`config.mk`:
```
export PLATFORM = sky130hd
export DESIGN_NAME = event_index_encoder
export DESIGN_NICKNAME = d
export VERILOG_FILES = /design/src/rtl/event_index_encoder_pkg.sv /design/src/rtl/event_index_encoder_dec.sv /design/src/rtl/event_index_encoder_prio_enc_lsb.sv /design/src/rtl/event_index_encoder.sv
export SDC_FILE = /design/constraint.sdc
export NUM_CORES = 1
export LEC_CHECK = 0
export BUFFER_PORTS_ARGS = -buffer_cell sky130_fd_sc_hd__buf_2
export CAP_MARGIN = 0
export CORE_AREA = 2 2 39 41
export DETAILED_ROUTE_END_ITERATION = 7
export DIE_AREA = 0 0 41 43
export PLACE_DENSITY = 0.61
export SLEW_MARGIN = 25
export SYNTH_ARGS = -nofsm -noshare
export SYNTH_HDL_FRONTEND = slang
export SYNTH_SLANG_ARGS = --single-unit
```
`constraint.sdc`:
```
create_clock -name clk -period 1.3 [get_ports clk]
set_input_delay 0.26 -clock clk [delete_from_list [all_inputs] [get_ports clk]]
set_output_delay 0.26 -clock clk [all_outputs]
set_load 0.01 [all_outputs]
```
`src/rtl/event_index_encoder_pkg.sv`:
```
// Shared types and helpers for the event index encoder and its decode-side reference models.
package event_index_encoder_pkg;

  localparam int MAX_N     = 64;
  localparam int MAX_IDX_W = 6;

  typedef enum logic {
    EMPTY = 1'b0,
    HOLD  = 1'b1
  } enc_state_e;

  typedef struct packed {
    logic                 found;
    logic [MAX_IDX_W-1:0] idx;
  } lsb_res_t;

  // Lowest set bit of a vector zero-extended to MAX_N; found=0 when vec is all zero.
  function automatic lsb_res_t lsb_index(input logic [MAX_N-1:0] vec);
    lsb_res_t r;
    r.found = 1'b0;
    r.idx   = '0;
    for (int k = MAX_N - 1; k >= 0; k--) begin
      if (vec[k]) begin
        r.found = 1'b1;
        r.idx   = MAX_IDX_W'(k);
      end
    end
    return r;
  endfunction

endpackage

```
`src/rtl/event_index_encoder_dec.sv`:
```
// Binary index to one-hot decoder with enable; out-of-range indices decode to zero.
module idx_dec #(
  parameter int N     = 4,
  parameter int IDX_W = $clog2(N)
) (
  input  logic [IDX_W-1:0] idx_i,
  input  logic             en_i,
  output logic [N-1:0]     onehot_o
);

  for (genvar k = 0; k < N; k++) begin : g_line
    assign onehot_o[k] = en_i && (idx_i == IDX_W'(k));
  end

endmodule

```
`src/rtl/event_index_encoder_prio_enc_lsb.sv`:
```
// Combinational lowest-set-bit priority encoder.
module prio_enc_lsb #(
  parameter int N     = 4,
  parameter int IDX_W = $clog2(N)
) (
  input  logic [N-1:0]     vec_i,
  output logic [IDX_W-1:0] idx_o,
  output logic             any_o
);

  // Scan high-to-low so the lowest set bit is the last one written.
  always_comb begin
    idx_o = '0;
    any_o = |vec_i;
    for (int k = N - 1; k >= 0; k--) begin
      if (vec_i[k]) idx_o = IDX_W'(k);
    end
  end

endmodule

```
`src/rtl/event_index_encoder.sv`:
```
// Serialises multi-hot request events into a valid/ready stream of indices, lowest first.
module event_index_encoder
  import event_index_encoder_pkg::*;
#(
  parameter int N = 4
) (
  input  logic                 clk,
  input  logic                 rst_n,
  input  logic [N-1:0]         req_i,
  output logic                 out_valid_o,
  input  logic                 out_ready_i,
  output logic [$clog2(N)-1:0] out_idx_o,
  output logic [N-1:0]         out_onehot_o,
  output logic                 dup_o,
  output logic                 busy_o
);

  localparam int IDX_W = $clog2(N);

  enc_state_e       state_q, state_n;
  logic [N-1:0]     pend_q, pend_n;
  logic [IDX_W-1:0] idx_q, idx_n;
  logic             dup_q;

  logic [N-1:0]     cand;
  logic [IDX_W-1:0] lo_idx;
  logic             lo_any;
  logic [N-1:0]     lo_mask;

  assign cand    = pend_q | req_i;
  assign lo_mask = N'(1) << lo_idx;

  prio_enc_lsb #(.N(N), .IDX_W(IDX_W)) u_enc (
    .vec_i (cand),
    .idx_o (lo_idx),
    .any_o (lo_any)
  );

  // Whenever the output slot frees up, the lowest candidate moves into it in the same edge.
  always_comb begin
    state_n = state_q;
    idx_n   = idx_q;
    pend_n  = cand;
    unique case (state_q)
      EMPTY: begin
        if (lo_any) begin
          state_n = HOLD;
          idx_n   = lo_idx;
          pend_n  = cand & ~lo_mask;
        end
      end
      HOLD: begin
        if (out_ready_i) begin
          if (lo_any) begin
            idx_n  = lo_idx;
            pend_n = cand & ~lo_mask;
          end else begin
            state_n = EMPTY;
          end
        end
      end
      default: state_n = EMPTY;
    endcase
  end

  always_ff @(posedge clk or negedge rst_n) begin
    if (!rst_n) begin
      state_q <= EMPTY;
      pend_q  <= '0;
      idx_q   <= '0;
      dup_q   <= 1'b0;
    end else begin
      state_q <= state_n;
      pend_q  <= pend_n;
      idx_q   <= idx_n;
      dup_q   <= |(req_i & pend_q);
    end
  end

  assign out_valid_o = (state_q == HOLD);
  assign out_idx_o   = idx_q;
  assign dup_o       = dup_q;
  assign busy_o      = (|pend_q) | out_valid_o;

  idx_dec #(.N(N), .IDX_W(IDX_W)) u_dec (
    .idx_i    (idx_q),
    .en_i     (out_valid_o),
    .onehot_o (out_onehot_o)
  );

endmodule
```
==> key figures, run 1 <==
Clocking
  – CTS buffer count: 3
  – Root Buffer: clkbuf_4
  – H-tree Lvls: 1
  – Largest buffer count on any clock path: 2
  – Clk slew on worst S/H paths: 60 ps
  – CTS tree: done
  – Worst-skew pair later-pin latency: 260 ps
  – CTS Sinks: 8

Placement
  – Placed cell area: 475.5 µm²
  – Placed cell count: 72
  – Dpl hpwl: 659.1 µm
  – I/O Buffers: 15
  – Placer congestion estimate: 0.7211

Power
  – Part of the power in registers: 48.1%
  – Gate power share: 18.1%
  – Worst vdd ir: 372.9 µV
  – Switching Share: 27.23%
  – PD cells: 1076 nW/µm²
  – Switching pwr: 0.1584 mW
  – Power Internal: 0.4234 mW
  – Leak Pwr: 0.2529 nW
  – Clock power share: 33.8%

GRT
  – Tot GR Track Use: 11.14%
  – Vias in the first global route: 315
  – Largest net degree at the start of global routing: 9
  – First-pass GRT wire length: 1.269 mm
  – GR Overflow Total: 0
  – Initial antenna violation count: 0

Setup path
  – Critical-path maximum fanout: 4
  – Worst setup EP type: output pin
  – Reg-to-Reg Start: pend_q[3]
  – Worst setup SP type: flop
  – Worst Path Class, Setup: reg2out
  – Reg2reg end: out_idx_o[1]
  – Crit path largest cell delay: 370 ps
  – Top delay family on crit path: flip-flops
  – CP max stage cell: dfrtp_1
  – Worst r2r path cells: 3
  – Slack of the worst reg-to-reg path: 10 ps
  – Arr. time, crit path: 1110 ps
  – CP Cell Sequence: buf_4, nor3_4, nand2_1, buf_2
  – Worst Path Required: 1040 ps
  – CP bufs+invs: 2

Detailed routing
  – DR pass1 iterations: 4
  – DRC Markers: 0
  – Total Wirelength: 871 µm
  – Drt via density: 4.948
  – Antenna-violating nets left: 0
  – Initial drt markers: 2
  – Vias: 381
  – Wire per inst: 11.31 µm

Cells and area
  – Util after Layout: 39.06%
  – Post-layout nets: 70
  – Non-Filler Instances: 77
  – Antenna cells: 0
  – Syn-to-layout area delta: 51.05%
  – Fillcell total: 144
  – Post-route cell area: 540.5 µm²
  – Layout cells sized above 1: 47.54%
  – Seq. cell area: 205.2 µm²
  – Area of the multi-input gates: 177.7 µm²

Logic synthesis
  – Area contributors post-synth: dfrtp_1, a21oi_1, nor2_1, a22oi_1, nand2_1
  – EDFF count, synth: 0
  – Flops & latches, synth: 8
  – Commonest cells post-synth: dfrtp_1, nor2_1, a21oi_1, nand2_1
  – Mapped Area: 357.8 µm²
  – Top-area cell type share of the netlist area: 55.94%
  – Largest area contributor in the netlist: dfrtp_1
  – Synthesis Warnings: 0
  – Seq/Total Area, Yosys: 55.94%
  – Top FF cell, synth: dfrtp_1
  – Gate Count Post-Synth: 38
  – Syn Area/Cell: 9.417 µm²
  – Asr flop ratio synth: 100.0%
  – Yosys cell types: 13
  – Synth Net Count: 45

Hold path
  – Hold_sp: req_i[0]
  – Hold Path End: dup_o
  – Worst min path class: in2reg
  – Hold path depth: 3

STA
  – Setup slack after layout: -65.09 ps
  – Tightest Pin Transition: 281.6 ps
  – Clock Skew: 4.378 ps
  – Tmin final: 1365 ps
  – Fin crit share: 105.0%
  – Final hold viol count: 0
  – Slew Viols, Final: 0
  – Setup violators final: 1
  – Worst relative slew slack: 81.16%
  – RSZ-0062 raised after global routing: true
  – Max Clk Rate: 0.7326 GHz

Die
  – I/O pins: 16
  – Core area: 1384 µm²
  – # rows: 14
  – DIE AREA: 1763 µm²
  – Die Wd: 41 µm
  – Initial Utilization: 25.86%
  – Die height: 43 µm

Status
  – Failing checks: setup timing
  – Status: complete, but fails checks

Run
  – Max-cap violations: 0
[tightest hold or removal path, stage by stage]
cell and delay (ps):
buf_2 90, a22oi_1 60, nand2_1 60
[layout make-up]
type	instances	area share, %
clock buffers	3	4.167
multi-input cells	30	32.87
flip-flops and latches	8	37.96
well taps	16	3.704
repair buffers	20	21.30
[cells by family (layout without fill, tap and decap cells)]
family	count (synthesis)	after routing	share of synthesized area, %
AO/OA/AOI/OAI	9	9	14.69
buffers and inverters	0	23	0
flip-flops	8	8	55.94
AND/OR/NAND/NOR	21	21	29.37
[metal layers]
layer	vias up	GRT usage (%)	part of all wire, %
met5	-	0	0
met4	0	8.000	2.2
met3	2	3.141	6.9
met2	15	18.75	50
met1	181	10.60	41
li1	183	-	-
[power groups by stage]
| stage | registers, mW | clock network, mW | logic (mW) |
|---|---|---|---|
| floorplan | 0.285 | 0 | 0.0382 |
| detailed placement | 0.282 | 0 | 0.0952 |
| global route | 0.282 | 0.204 | 0.118 |
| CTS | 0.279 | 0.197 | 0.104 |
| global placement | 0.280 | 0 | 0.0951 |
| finish | 0.280 | 0.196 | 0.105 |
[cell usage in the layout, fill, tap and decap left out]
| cell | Yosys | layout |
|---|---|---|
| a22oi_1 | 2 | 2 |
| o31ai_1 | 1 | 1 |
| dlygate4sd3_1 | 0 | 1 |
| nor3_4 | 0 | 1 |
| buf_4 | 0 | 4 |
| a21oi_2 | 0 | 1 |
| dfrtp_1 | 8 | 4 |
| nor2_1 | 8 | 8 |
| and3_1 | 2 | 2 |
| nand2b_1 | 1 | 1 |
| nor3b_2 | 0 | 1 |
| buf_2 | 0 | 15 |
| and3b_1 | 1 | 1 |
| dfrtp_2 | 0 | 4 |
| nand3_1 | 1 | 1 |
| nand2_1 | 4 | 4 |
| a21oi_1 | 6 | 5 |
| or4_1 | 2 | 2 |
| clkbuf_4 | 0 | 3 |
[worst max path at each step]
| stage | slack, ps | end | cells after the start | startpoint |
|---|---|---|---|---|
| final | -70 | busy_o | 4 | pend_q[1] |
| after global routing | -120 | busy_o | 3 | out_valid_o |
| after CTS | -50 | busy_o | 3 | out_valid_o |
| after detailed placement | 70 | out_idx_o[1] | 3 | pend_q[3] |
| after global placement | 60 | out_idx_o[1] | 3 | pend_q[3] |
| after floorplan | 110 | out_idx_o[0] | 3 | pend_q[1] |
[metrics by stage]
stage | setup slack (ps) | total power [mW] | TNS [ps] | hold slack [ps]
finish | -65.09 | 0.5818 | -65.09 | 248.8
global route | -121.0 | 0.6039 | -209.5 | 255.6
CTS | -49.20 | 0.5804 | -49.20 | 251.6
detailed placement | 65.83 | 0.3769 | 0 | 110.8
global placement | 61.65 | 0.3755 | 0 | 113.3
floorplan | 107.6 | 0.3228 | 0 | -35.59
[state kept, by name, indices dropped and copies added, names as in the netlist]
name         cells
dup_o            1
pend_q           4
out_valid_o      1
out_idx_o        2
[repair_timing]
action / in CTS / in global routing
setup buffers: 1 / 0
pin swaps: 2 / 0
endpoints found under the setup margin: 2 / 5
gates resized for setup: 4 / 4
endpoints found under the hold margin: 8 / 0
cloned: 0 / 0
hold buffers: 1 / 0
No activity file was read; power rests on OpenSTA's default activity.
==> run 2, diff against run 1 <==
--- a/config.mk
+++ b/config.mk
@@ -11,6 +11,7 @@
 export DETAILED_ROUTE_END_ITERATION = 7
 export DIE_AREA = 0 0 41 43
 export PLACE_DENSITY = 0.61
+export SETUP_SLACK_MARGIN = 0.05
 export SLEW_MARGIN = 25
 export SYNTH_ARGS = -nofsm -noshare
 export SYNTH_HDL_FRONTEND = slang
==> run 2 against run 1 <==
Against the previous run:
- the flow still finishes with violations (setup timing)
- combinational power barely moved
- global-route usage did not move
- power barely moved
- design area did not move
- via count fell by 0.79%
- routed wire length fell by 0.57%
- hold slack barely moved
- critical path type unchanged
- largest cell class unchanged
- largest power group unchanged
- highest routed layer unchanged
==> key figures, run 2 (same netlist as run 1, synthesis figures left out) <==
Detailed routing
  – Drt via density: 4.909 (-0.79%)
  – DRC Markers: 0 (unchanged)
  – DR pass1 iterations: 4 (unchanged)
  – Initial drt markers: 1 (-1)
  – Antenna-violating nets left: 0 (unchanged)
  – Total Wirelength: 866 µm (-0.57%)
  – Vias: 378 (-0.79%)
  – Wire per inst: 11.25 µm (-0.57%)

Power
  – PD cells: 1076 nW/µm² (about the same)
  – Final Power: 0.5814 mW (about the same)
  – Worst vdd ir: 372.3 µV (-0.18%)
  – Leak Pwr: 0.2526 nW (-0.13%)

Placement
  – I/O Buffers: 15 (unchanged)
  – Placer congestion estimate: 0.7211 (unchanged)
  – Dpl hpwl: 659.1 µm (unchanged)

Clocking
  – Clk slew on worst S/H paths: 60 ps (about the same)
  – CTS tree: done
  – CTS Sinks: 8 (unchanged)
  – H-tree Lvls: 1 (unchanged)
  – Largest buffer count on any clock path: 2 (unchanged)
  – Root Buffer: clkbuf_4
  – Worst-skew pair later-pin latency: 260 ps (about the same)
  – CTS buffer count: 3 (unchanged)

Hold path
  – Worst min path class: in2reg
  – Hold path depth: 3 (unchanged)
  – Hold_sp: req_i[0]

Cells and area
  – Most common cell after layout, fill and taps aside: buf_2
  – Area of the multi-input gates: 177.7 µm² (unchanged)
  – Post-layout nets: 70 (unchanged)
  – Layout cells sized above 1: 47.54% (unchanged)
  – Seq. cell area: 205.2 µm² (unchanged)
  – Largest Register: pend_q
  – Syn-to-layout area delta: 51.05% (unchanged)
  – Most frequent cells in the layout: buf_2, nor2_1, a21oi_1
  – Fillcell total: 144 (unchanged)
  – Util after Layout: 39.06% (unchanged)
  – Antenna cells: 0 (unchanged)
  – Max reg flops: 4 (unchanged)

Run
  – Max-cap violations: 0 (unchanged)

STA
  – Setup violators final: 1 (unchanged)
  – Slew Viols, Final: 0 (unchanged)
  – Worst relative slew slack: 80.89% (-0.27 points)
  – Tightest Pin Transition: 285.6 ps (+4.080 ps)
  – Fin crit share: 104.9% (-0.11 points)
  – RSZ-0062 raised after global routing: true
  – Tmin final: 1364 ps (-1.437 ps)
  – Setup slack after layout: -63.66 ps (+1.437 ps)
  – Clock Skew: 4.455 ps (+0.07764 ps)
  – Final hold viol count: 0 (unchanged)
  – Max Clk Rate: 0.7333 GHz (+0.11%)

GRT
  – Largest net degree at the start of global routing: 9 (unchanged)
  – GR Overflow Total: 0 (unchanged)
  – First-pass GRT wire length: 1.269 mm (unchanged)
  – Vias in the first global route: 313 (-0.63%)
  – Initial antenna violation count: 0 (unchanged)
  – Tot GR Track Use: 11.14% (unchanged)

Die
  – I/O pins: 16 (unchanged)
  – DIE AREA: 1763 µm² (unchanged)
  – Die Wd: 41 µm (unchanged)
  – Die height: 43 µm (unchanged)
  – # rows: 14 (unchanged)
  – Core area: 1384 µm² (unchanged)
  – Initial Utilization: 25.86% (unchanged)

Setup path
  – Worst Path Class, Setup: reg2out
  – Critical-path maximum fanout: 4 (unchanged)
  – Worst r2r path cells: 3 (unchanged)
  – Worst Path Required: 1040 ps (about the same)
  – CP startpoint: pend_q[1]
  – Slack of the worst reg-to-reg path: 30 ps (+20 ps)
  – Worst setup EP type: output pin
  – Reg-to-Reg Start: pend_q[3]
  – Arr. time, crit path: 1100 ps (about the same)
  – Worst setup SP type: flop

Status
  – Status: complete, but fails checks
  – Failing checks: setup timing
==> run 2: cell counts in the layout (fill, tap and decap cells not counted) <==
No cell type changed its count.
==> run 2: routing by layer <==
metal | vias up | track usage (%) | routed length, µm | part of all wire (%)
met4 | 0 | 8.000 | 19 | 2.2
met1 | 179 | 10.60 | 343 | 40
met2 | 15 | 18.75 | 442 | 51
met5 | - | 0 | 0 | 0
met3 | 2 | 3.141 | 60 | 6.9
li1 | 182 | - | - | -
==> run 2: metrics by stage <==
step	cells	setup TNS [ps]	worst slack (ps)	instance area, µm²	hold WS (ps)
6_report	77	-63.66	-63.66	540.5	248.3
5_1_grt	77	-216.7	-121.0	540.5	255.6
4_1_cts	77	-48.79	-48.79	528.0	251.6
3_5_place_dp	72	0	65.83	475.5	110.8
3_3_place_gp	72	0	61.65	475.5	113.3
2_1_floorplan	38	0	107.6	357.8	-35.59
==> run 2: worst paths after layout <==
check	end
setup / recovery	busy_o
hold / removal	dup_o
setup reg to reg	out_idx_o[1]
hold reg to reg	dup_o
max in group asynchronous	out_valid_o
min in group asynchronous	dup_o
==> run 2: critical path, cell delays in order (launching register included) <==
cell and delay [ps]:
dfrtp_1 370, buf_4 150, nor3_4 120, nand2_1 60, buf_2 140
==> run 2: area by class of cell <==
class,count,area share [%]
flip-flops and latches,8,37.96
repair buffers,20,21.30
well taps,16,3.704
multi-input cells,30,32.87
clock buffers,3,4.167
==> run 2: where the power goes <==
part	switching (mW)	leakage, nW	internal, mW
combinational	0.0530	0.158	0.0525
clock	0.0901	0.0138	0.106
sequential	0.0150	0.0806	0.265
total	0.158	0.253	0.423
==> run 2: what timing repair did <==
item                                   4_1_cts  5_1_grt
endpoints found under the hold margin        8        0
setup endpoints to repair                    5        6
buffers inserted                             1        0
gates resized for setup                      4        4
hold buffers                                 1        0
pin swaps                                    5        3
==> run 3, diff against run 2 <==
--- a/config.mk
+++ b/config.mk
@@ -7,12 +7,13 @@
 export LEC_CHECK = 0
 export BUFFER_PORTS_ARGS = -buffer_cell sky130_fd_sc_hd__buf_2
 export CAP_MARGIN = 0
-export CORE_AREA = 2 2 39 41
+export CORE_AREA = 2 2 42 44
 export DETAILED_ROUTE_END_ITERATION = 7
-export DIE_AREA = 0 0 41 43
+export DIE_AREA = 0 0 44 46
 export PLACE_DENSITY = 0.61
 export SETUP_SLACK_MARGIN = 0.05
 export SLEW_MARGIN = 25
 export SYNTH_ARGS = -nofsm -noshare
 export SYNTH_HDL_FRONTEND = slang
+export SYNTH_HIERARCHICAL = 1
 export SYNTH_SLANG_ARGS = --single-unit
==> run 3 against run 2 <==
Against the previous run:
- the flow still finishes with violations (setup timing)
- sequential share of layout area down 12 points
- routed wire length up 41%
- synthesized cell count up 7.9%
- core utilization up 8.1 points
- sequential cell count unchanged
- hold slack worse by 14 ps
- non-clock buffer count up 10
- critical path type is now reg2reg
- largest cell class is now multi-input combinational cells
- highest routed layer unchanged
==> key figures, run 3 <==
Setup path
  – Worst Path Required: 1430 ps (+390 ps)
  – Arr. time, crit path: 1520 ps (+420 ps)
  – Worst setup EP type: flop
  – Reg-to-Reg Start: pend_q[3]
  – Reg2reg end: out_idx_o[1]
  – Worst Path Class, Setup: reg2reg
  – Worst r2r path cells: 5 (+2)
  – CP startpoint: pend_q[3]
  – Worst setup SP type: flop
  – Slack of the worst reg-to-reg path: -80 ps (-110 ps)
  – Critical-path maximum fanout: 4 (unchanged)
  – Crit path capture: out_idx_o[1]

Placement
  – Post-Place Worst Slack: -163.9 ps (-229.7 ps)
  – Placer congestion estimate: 0.7307 (+1.3%)
  – Dpl hpwl: 708 µm (+7.4%)
  – I/O Buffers: 15 (unchanged)
  – Placed cell count: 80 (+11%)

Cells and area
  – Layout cells sized above 1: 74.32% (+27 points)
  – Fillcell total: 156 (+8.3%)
  – Most common cell after layout, fill and taps aside: buf_2
  – Max reg flops: 4 (unchanged)
  – Post-layout nets: 83 (+19%)
  – Syn-to-layout area delta: 75.50%
  – Most frequent cells in the layout: buf_2, buf_4, dfrtp_1
  – Non-Filler Instances: 91 (+18%)
  – Largest Register: pend_q
  – Antenna cells: 0 (unchanged)

Clocking
  – CTS buffer count: 3 (unchanged)
  – Root Buffer: clkbuf_4
  – Largest buffer count on any clock path: 2 (unchanged)
  – Clk slew on worst S/H paths: 50 ps (about the same)
  – H-tree Lvls: 1 (unchanged)
  – CTS Sinks: 8 (unchanged)
  – Worst-skew pair later-pin latency: 250 ps (about the same)
  – CTS tree: done

Power
  – Clock power share: 29.5% (-4.2 points)
  – Leak Pwr: 0.3715 nW (+47%)
  – Part of the power in registers: 43.3% (-4.8 points)
  – PD cells: 841.6 nW/µm² (-22%)
  – Switching pwr: 0.1734 mW (+9.7%)
  – Worst vdd ir: 246.5 µV (-34%)
  – Gate power share: 27.2% (+9.1 points)
  – Power Internal: 0.4679 mW (+11%)
  – Switching Share: 27.04% (-0.16 points)

Die
  – # rows: 15 (+1)
  – Die Wd: 44 µm (+7.3%)
  – DIE AREA: 2024 µm² (+15%)
  – I/O pins: 16 (unchanged)
  – Core area: 1614 µm² (+17%)
  – Initial Utilization: 26.90% (+1.0 points)
  – Die height: 46 µm (+7.0%)

STA
  – Worst relative slew slack: 79.66% (-1.2 points)
  – Max Clk Rate: 0.7234 GHz (-1.4%)
  – RSZ-0062 raised after global routing: true
  – Tightest Pin Transition: 304.2 ps (+18.51 ps)
  – Setup violators final: 4 (+3)
  – Clock Skew: 3.341 ps (-1.115 ps)
  – Slew Viols, Final: 0 (unchanged)
  – Sum Neg Setup Slack: -207.5 ps (-143.9 ps)
  – Fin crit share: 106.3% (+1.4 points)
  – Tmin final: 1382 ps (+18.67 ps)
  – Setup slack after layout: -82.33 ps (-18.67 ps)
  – Final hold viol count: 0 (unchanged)

Logic synthesis
  – Seq/Total Area, Yosys: 46.11% (-9.8 points)
  – EDFF count, synth: 0 (unchanged)
  – Mapped Area: 434.2 µm² (+21%)
  – Synthesis Warnings: 6 (+6)
  – Top-area cell type share of the netlist area: 46.11% (-9.8 points)
  – Synth Net Count: 48 (+6.7%)
  – Top FF cell, synth: dfrtp_1
  – Asr flop ratio synth: 100.0% (unchanged)
  – Syn Area/Cell: 10.59 µm² (+12%)
  – Area contributors post-synth: dfrtp_1, or2_2, and3b_1, o31a_1, a22oi_1
  – Most numerous cell in the Yosys netlist: dfrtp_1
  – Gate Count Post-Synth: 41 (+7.9%)
  – Flops & latches, synth: 8 (unchanged)
  – Yosys cell types: 21 (+8)
  – Largest area contributor in the netlist: dfrtp_1
  – Commonest cells post-synth: dfrtp_1, nor2_1, inv_1, nand2_1, or2_2

GRT
  – Initial antenna violation count: 0 (unchanged)
  – Vias in the first global route: 436 (+39%)
  – GR Overflow Total: 0 (unchanged)
  – Largest net degree at the start of global routing: 9 (unchanged)
  – Tot GR Track Use: 13.52% (+2.4 points)
  – First-pass GRT wire length: 1.897 mm (+49%)

Detailed routing
  – DR pass1 iterations: 4 (unchanged)
  – Total Wirelength: 1.217 mm (+41%)
  – Wire per inst: 13.37 µm (+19%)
  – DRC Markers: 0 (unchanged)
  – Drt via density: 4.846 (-1.3%)
  – Vias: 441 (+17%)
  – Initial drt markers: 4 (+3)
  – Antenna-violating nets left: 0 (unchanged)

Status
  – Status: complete, but fails checks
  – Failing checks: setup timing

Hold path
  – Worst min path class: in2reg
  – Hold path depth: 3 (unchanged)

Run
  – Max-cap violations: 0 (unchanged)
## run 3: cell types whose count changed in the layout (fill, tap and decap cells not counted), sizes merged, moves of 2 or more
| cell | delta |
|---|---|
| or4 | -2 |
| buf | +10 |
| nor2 | -4 |
| inv | +3 |
| a21oi | -5 |
| or2 | +3 |
| o31a | +2 |
## run 3: worst min path at each step
stage | startpoint | to | slack (ps)
after floorplan | rst_n | dup_o | -40
after global placement | rst_n | dup_o | 110
after detailed placement | rst_n | pend_q[1] | 110
after CTS | req_i[3] | dup_o | 230
after global routing | req_i[3] | dup_o | 250
final | req_i[3] | dup_o | 230
## run 3: repair_timing
action	in CTS	in global routing
gates cloned	0	0
setup buffers	6	1
pin swaps	11	7
resized for setup	17	2
setup endpoints to repair	11	12
endpoints found under the hold margin	8	0
hold buffers	1	0
## run 3: per-layer routing
layer / GRT usage, % / routed length (µm) / vias up
met5: 0 / 0 / -
met4: 9.091 / 17 / 0
met3: 2.381 / 56 / 2
met2: 24.71 / 681 / 21
met1: 14.01 / 462 / 205
li1: - / - / 213
## run 3: cells by family (layout without fill, tap and decap cells)
group	after synthesis	count (layout)	share of synthesized area [%]
multiplexers	1	1	3.457
buffers and inverters	3	36	2.593
AO/OA/AOI/OAI	8	8	14.99
flip-flops	8	8	46.11
AND/OR/NAND/NOR	21	21	32.85
## run 3: power groups by stage
stage	Combinational (mW)	Sequential, mW	Clock, mW
final	0.174	0.278	0.189
after global routing	0.187	0.281	0.208
after CTS	0.160	0.277	0.197
after detailed placement	0.126	0.281	0
after global placement	0.124	0.281	0
after floorplan	0.0628	0.284	0
## run 3: final cells by class
cell class,count,area (µm²),share of cell area (%)
clock buffers,3,22.52,2.956
inverters,3,11.26,1.478
multi-input cells,30,297.8,39.08
flip-flops and latches,8,201.4,26.44
well taps,17,21.27,2.791
repair buffers,30,207.7,27.26
## run 3: stage by stage
step                      cell area [µm²]  utilization (%)  hold slack, ps  total power [mW]
after floorplan                     449.2                -          -35.59            0.3472
after CTS                           747.0            46.28           226.1            0.6342
after global routing                762.0            47.21           248.4            0.6764
final                               762.0            47.21           234.0            0.6413
after global placement              598.1            37.05           113.1            0.4051
after detailed placement            598.1            37.05           114.7            0.4075
## run 3: critical path: stages (launching register included)
cell     delay (ps)
dfrtp_1         390
or2_4           260
nor2_4          160
nand2_4          90
nand2_4          70
mux2_4          290
